[config.mk]
export PLATFORM = sky130hd
export DESIGN_NAME = branch_resolver
export DESIGN_NICKNAME = d
export VERILOG_FILES = /design/src/rtl/branch_pkg.sv /design/src/rtl/sat_counter.sv /design/src/rtl/branch_resolver.sv
export SDC_FILE = /design/constraint.sdc
export NUM_CORES = 1
export LEC_CHECK = 0
export ABC_AREA = 1
export CAP_MARGIN = 40
export CORE_MARGIN = 2
export CORE_UTILIZATION = 54
export CTS_BUF_LIST = sky130_fd_sc_hd__clkbuf_2
export CTS_CLUSTER_DIAMETER = 40
export CTS_CLUSTER_SIZE = 28
export DETAILED_ROUTE_END_ITERATION = 8
export GPL_ROUTABILITY_DRIVEN = 0
export PLACE_DENSITY = 0.86
export SYNTH_ARGS = -nofsm -noshare
export SYNTH_HDL_FRONTEND = slang
export SYNTH_SLANG_ARGS = --single-unit
[constraint.sdc]
create_clock -name clock -period 3.05 [get_ports clock]
set_clock_uncertainty 0.1 [all_clocks]
set_input_delay 0.4575 -clock clock [delete_from_list [all_inputs] [get_ports clock]]
set_output_delay 0.4575 -clock clock [all_outputs]
set_load 0.005 [all_outputs]
[src/rtl/branch_pkg.sv]
// Shared opcode and comparator encodings for the branch-resolution stage.
package branch_pkg;

  localparam logic [2:0] OP_NOP  = 3'd0;
  localparam logic [2:0] OP_BEQ  = 3'd1;
  localparam logic [2:0] OP_BNE  = 3'd2;
  localparam logic [2:0] OP_BLT  = 3'd3;
  localparam logic [2:0] OP_BGT  = 3'd4;
  localparam logic [2:0] OP_BLE  = 3'd5;
  localparam logic [2:0] OP_BGE  = 3'd6;
  localparam logic [2:0] OP_JUMP = 3'd7;

  // Must match the 32-bit comparator's output encoding exactly.
  localparam logic [1:0] CMP_EQ  = 2'd0;
  localparam logic [1:0] CMP_LT  = 2'd1;
  localparam logic [1:0] CMP_GT  = 2'd2;
  localparam logic [1:0] CMP_BAD = 2'd3;

  typedef struct packed {
    logic        taken;
    logic [31:0] redirect_pc;
    logic        mispredict;
  } br_result_t;

endpackage

[src/rtl/sat_counter.sv]
// Saturating up-counter; holds at all-ones instead of wrapping.
module sat_counter #(
  parameter int unsigned W = 16
) (
  input  logic         clock,
  input  logic         reset,
  input  logic         inc,
  output logic [W-1:0] count
);

  logic [W-1:0] count_q, count_d;

  always_comb begin
    count_d = count_q;
    if (inc && (count_q != {W{1'b1}})) begin
      count_d = count_q + W'(1);
    end
  end

  always_ff @(posedge clock or posedge reset) begin
    if (reset) begin
      count_q <= '0;
    end else begin
      count_q <= count_d;
    end
  end

  assign count = count_q;

endmodule

[src/rtl/branch_resolver.sv]
// Branch resolution: taken decode, redirect PC, mispredict flag and statistics,
// behind a one-deep valid/ready output register.
module branch_resolver
  import branch_pkg::*;
#(
  parameter int unsigned CNT_W = 16
) (
  input  logic             clock,
  input  logic             reset,
  input  logic             flush,
  input  logic             in_valid,
  output logic             in_ready,
  input  logic [2:0]       in_op,
  input  logic [1:0]       in_cmp,
  input  logic [31:0]      in_pc,
  input  logic [31:0]      in_imm,
  input  logic             in_pred_taken,
  output logic             out_valid,
  input  logic             out_ready,
  output logic             out_taken,
  output logic [31:0]      out_redirect_pc,
  output logic             out_mispredict,
  output logic             cmp_err,
  output logic [CNT_W-1:0] branch_count,
  output logic [CNT_W-1:0] mispredict_count
);

  function automatic logic branch_taken(input logic [2:0] op, input logic [1:0] cmp);
    logic eq, lt, gt, tk;
    eq = (cmp == CMP_EQ);
    lt = (cmp == CMP_LT);
    gt = (cmp == CMP_GT);
    unique case (op)
      OP_NOP:  tk = 1'b0;
      OP_BEQ:  tk = eq;
      OP_BNE:  tk = lt | gt;
      OP_BLT:  tk = lt;
      OP_BGT:  tk = gt;
      OP_BLE:  tk = eq | lt;
      OP_BGE:  tk = eq | gt;
      OP_JUMP: tk = 1'b1;
      default: tk = 1'b0;
    endcase
    return tk;
  endfunction

  logic       valid_q, valid_d;
  br_result_t res_q, res_d;
  logic       cmp_err_q, cmp_err_d;
  logic       accept, handshake, cmp_bad;
  logic [31:0] fall_through;

  assign in_ready  = !valid_q || out_ready;
  assign accept    = in_valid && in_ready && !flush;
  assign handshake = valid_q && out_ready && !flush;
  assign cmp_bad   = (in_cmp == CMP_BAD) && (in_op != OP_NOP) && (in_op != OP_JUMP);

  always_comb begin
    fall_through      = in_pc + 32'd1;
    res_d.taken       = branch_taken(in_op, in_cmp);
    res_d.redirect_pc = fall_through;
    if (res_d.taken) begin
      res_d.redirect_pc = (in_op == OP_JUMP) ? in_imm : fall_through + in_imm;
    end
    res_d.mispredict = res_d.taken != in_pred_taken;

    valid_d = valid_q;
    if (flush) begin
      valid_d = 1'b0;
    end else if (accept) begin
      valid_d = 1'b1;
    end else if (out_ready) begin
      valid_d = 1'b0;
    end

    cmp_err_d = cmp_err_q | (accept & cmp_bad);
  end

  always_ff @(posedge clock or posedge reset) begin
    if (reset) begin
      valid_q   <= 1'b0;
      res_q     <= '0;
      cmp_err_q <= 1'b0;
    end else begin
      valid_q   <= valid_d;
      cmp_err_q <= cmp_err_d;
      if (accept) begin
        res_q <= res_d;
      end
    end
  end

  assign out_valid       = valid_q;
  assign out_taken       = res_q.taken;
  assign out_redirect_pc = res_q.redirect_pc;
  assign out_mispredict  = res_q.mispredict;
  assign cmp_err         = cmp_err_q;

  sat_counter #(.W(CNT_W)) u_branch_cnt (
    .clock (clock),
    .reset (reset),
    .inc   (handshake),
    .count (branch_count)
  );

  sat_counter #(.W(CNT_W)) u_mispredict_cnt (
    .clock (clock),
    .reset (reset),
    .inc   (handshake && res_q.mispredict),
    .count (mispredict_count)
  );

endmodule

==> impl_metrics.csv, run 1 <==
group,metric,value,unit
route,via_per_inst,5.44,
hold_path,min-delay-start,"in_pc[0]",
synth,ys.flop_type,"dfrtp_1",
power,power.density,359,mW/mm²
final_layout,area_delta_synth_final,42.8,%
synth,async_flop_share,100,%
route,wire_per_inst,14.9,µm
synth,syn-num-nets,1229,
sta,finalHoldViolations,0,
worst_setup_path,r2r_slack,1.00,ns
global_route,grt_max_degree,54,
sta,rsz0062_at_grt,"true",
global_route,grt_pass1_wl,35.5,mm
floorplan,die_width,118,µm
floorplan,initial_utilization,55.4,%
run_status,violations,"setup timing",
final_layout,fin_nets,1503,
floorplan,design.core.area,0.0126,mm²
floorplan,rows,41,
synth,synth.top_cell.area_share,24.3,%
sta,max_freq,327,MHz
sta,period_share,100,%
sta,min_period,3.06,ns
placement,hpwl,17.6,mm
global_route,antenna_found_initial,0,
worst_setup_path,cp-end-kind,"register",
sta,setup_viol,1,
sta,slew_headroom,37.0,%
sta,final.setup.worst_slack,-0.00519,ns
synth,synth_commonest_cells,"377 x nand2_1, 163 x inv_1, 130 x nor2_1",
global_route,grt.overflow.total,0,
cts,clk_path_buf_depth,2,
power,total_power,3.59,mW
worst_setup_path,worst-setup-path-type,"primary input to register",
global_route,grtUsageTotal,31.4,%
synth,yosysUniqueCellTypes,48,
worst_setup_path,crit_arrival,3.42,ns
cts,htreeDepth,3,
worst_setup_path,slowest_stage,"clkdlybuf4s50_1",
global_route,first_global_vias,7743,
route,drc,0,
cts,cts_made_buffers,9,
synth,syn_inst,1108,
worst_setup_path,start_kind,"primary input",
route,ant_nets,0,
final_layout,final_cells,1560,
synth,synth-seq-area-share,24.3,%
cts,cts_tree,"done",
cts,clock-sinks,68,
route,vias,8483,
worst_setup_path,crit_chain,"clkdlybuf4s50_1 > nand2_1 > nor2_1 > inv_1 > nor2_1 > nand4_1 > xor2_2 > inv_2 > ha_1 > nand2_1 > nor2_2 > inv_1 > nor3_1 > nand2_1 > nand3_1 > nand3_1 > nand2_1 > nand3_1",
synth,syn_avg_cell_area,6.31,µm²
synth,yosysWarnings,0,
synth,ys_ff_latch,68,
hold_path,hold_path_end,"out_redirect_pc[0]",
final_layout,drive_gt1_share,18.0,%
route,drt_first_pass_iters,6,
synth,yosysMostFrequentCell,"nand2_1",
final_layout,final_util,79.2,%
run,cap_viol_max_count,0,
hold_path,min_path_cells,2,
sta,tightestPinTransition,0.945,ns
worst_setup_path,critPathRequiredTime,3.42,ns
floorplan,die_area,0.0139,mm²
route,drt-initial-drc-count,798,
worst_setup_path,r2r-end,"u_mispredict_cnt.count[6]",
power,p_leak,5.27,nW
placement,dpl.cell_count,1536,
synth,synth_largest_area_cell,"dfrtp_1",
sta,slew_violations,0,
worst_setup_path,crit_top_cell,"nand2_1",
route,wl,23.3,mm
synth,synth-edff-count,0,
floorplan,ioPinCount,144,
worst_setup_path,cp_slowest_stage_delay,0.54,ns
floorplan,die_h,118,µm
worst_setup_path,crit_fanout,3,
cts,clk_latency,0.59,ns
power,peakVddDrop,179,µV
hold_path,hp-class,"primary input to register",
synth,syn-cell-area,0.00700,mm²
synth,synthTopCellsByArea,"dfrtp_1 24%, nand2_1 20%, inv_1 8.7%",
cts,cts.clk_slew.worst_paths,0.23,ns
cts,cts_root_buf,"clkbuf_2",
worst_setup_path,reg2reg_from,"u_mispredict_cnt.count[0]",
worst_setup_path,worst-r2r-cell-count,9,
run_status,status,"finished, violations left",
placement,port_buffers,143,
worst max-delay path by stage:
stage,startpoint,endpoint,slack (ns),depth (start not counted)
6_report,in_pc[14],out_redirect_pc[26],-0.005,18
3_3_place_gp,in_pc[0],out_redirect_pc[27],-0.68,20
4_1_cts,in_pc[0],out_redirect_pc[27],0.007,19
2_1_floorplan,in_pc[0],out_redirect_pc[27],0.27,19
5_1_grt,in_pc[14],out_redirect_pc[26],-0.09,18
3_5_place_dp,in_pc[0],out_redirect_pc[27],-0.76,20
power by group:
part / switching [mW] / leakage (nW) / internal (mW)
registers: 0.165 / 0.861 / 1.07
clock network: 0.388 / 0.0781 / 0.274
logic: 0.830 / 4.33 / 0.862
total: 1.38 / 5.27 / 2.20
metrics by stage:
| stage | worst slack (ns) | hold slack (ns) | cell area [µm²] | TNS [ns] |
|---|---|---|---|---|
| 2_1_floorplan | 0.272 | 0.360 | 7000 | 0 |
| 3_3_place_gp | -0.676 | 0.365 | 9520 | -12.23 |
| 3_5_place_dp | -0.763 | 0.371 | 9520 | -14.41 |
| 4_1_cts | 0.00668 | 0.106 | 9670 | 0 |
| 5_1_grt | -0.0874 | 0.0361 | 9990 | -0.176 |
| 6_report | -0.00519 | 0.0261 | 9990 | -0.00519 |
kinds of logic after synthesis:
kind of cell               after synthesis  share of synthesized area (%)
AOI/OAI and AO/OA                       86                           7.55
xor gates and xnor gates                66                           8.26
adders and majority gates               46                           8.33
buffers and inverters                  185                           10.8
DFF                                     68                           24.3
muxes                                    1                          0.143
and+or+nand+nor                        656                           40.6
final cells by class:
type	count	area [µm²]
fillers	894	2630
clock inverters	6	88.8
repair buffers	278	2490
well taps	172	215
diodes	1	2.50
inverters	170	641
clock buffers	10	50.0
multi-input cells	855	4800
flip-flops and latches	68	1700
cells in the final DEF, fill, tap and decap left out, types with 4 or more instances in the layout:
cell type | netlist | routed
xor2_2 | 0 | 5
o21ai_1 | 5 | 5
a21oi_1 | 28 | 22
buf_4 | 4 | 133
clkbuf_2 | 0 | 10
dlymetal6s2s_1 | 0 | 8
dfrtp_1 | 68 | 68
inv_2 | 6 | 10
o21bai_1 | 4 | 4
nand2_2 | 7 | 21
nand2_4 | 4 | 6
clkdlybuf4s50_1 | 0 | 135
xnor2_1 | 23 | 22
nor2_2 | 10 | 16
nand2_1 | 377 | 361
ha_4 | 0 | 4
a21oi_2 | 0 | 5
nand4_1 | 16 | 16
ha_1 | 45 | 39
o21ai_0 | 18 | 18
nor2_4 | 6 | 13
nor2_1 | 130 | 117
a22oi_1 | 13 | 13
nor3_1 | 14 | 14
inv_1 | 163 | 159
o211ai_1 | 8 | 8
nand3_1 | 74 | 74
xor2_1 | 43 | 38
flip-flops by register name (all words and copies together) (netlist names):
name and cells:
out_valid 1, out_redirect_pc 32, out_mispredict 1, u_mispredict_cnt.count 16
cmp_err 1, u_branch_cnt.count 16, out_taken 1
repair_timing:
| action | in CTS | in global routing |
|---|---|---|
| cloned | 0 | 0 |
| gates resized for setup | 4 | 68 |
| endpoints found under the hold margin | 0 | 0 |
| hold buffers | 0 | 0 |
| endpoints found under the setup margin | 6 | 23 |
| setup buffers | 0 | 7 |
| pin swaps | 0 | 20 |
worst max-delay path: cells and delay by family:
family | cells | cell delay, ns
simple gates | 12 | 1.52
buf+inv | 4 | 0.81
fa+ha+maj | 1 | 0.31
xor+xnor | 1 | 0.32
routing by layer:
layer	wire length, µm	part of all wire (%)	track usage (%)	up-vias
li1	-	-	-	4029
met1	9280	40	38.9	3853
met2	10900	47	53.1	493
met3	2070	8.9	5.09	108
met4	1030	4.4	15.0	0
met5	0	0	0	-
(Power assumes the default switching activity.)
==> run 2: changes to the inputs <==
--- a/config.mk
+++ b/config.mk
@@ -6,6 +6,7 @@
 export NUM_CORES = 1
 export LEC_CHECK = 0
 export ABC_AREA = 1
+export ABC_CLOCK_PERIOD_IN_PS = 3050
 export CAP_MARGIN = 40
 export CORE_MARGIN = 2
 export CORE_UTILIZATION = 54
==> results of run 2 <==
Same layout as run 1: the final DEF is identical, and so are final timing and power.
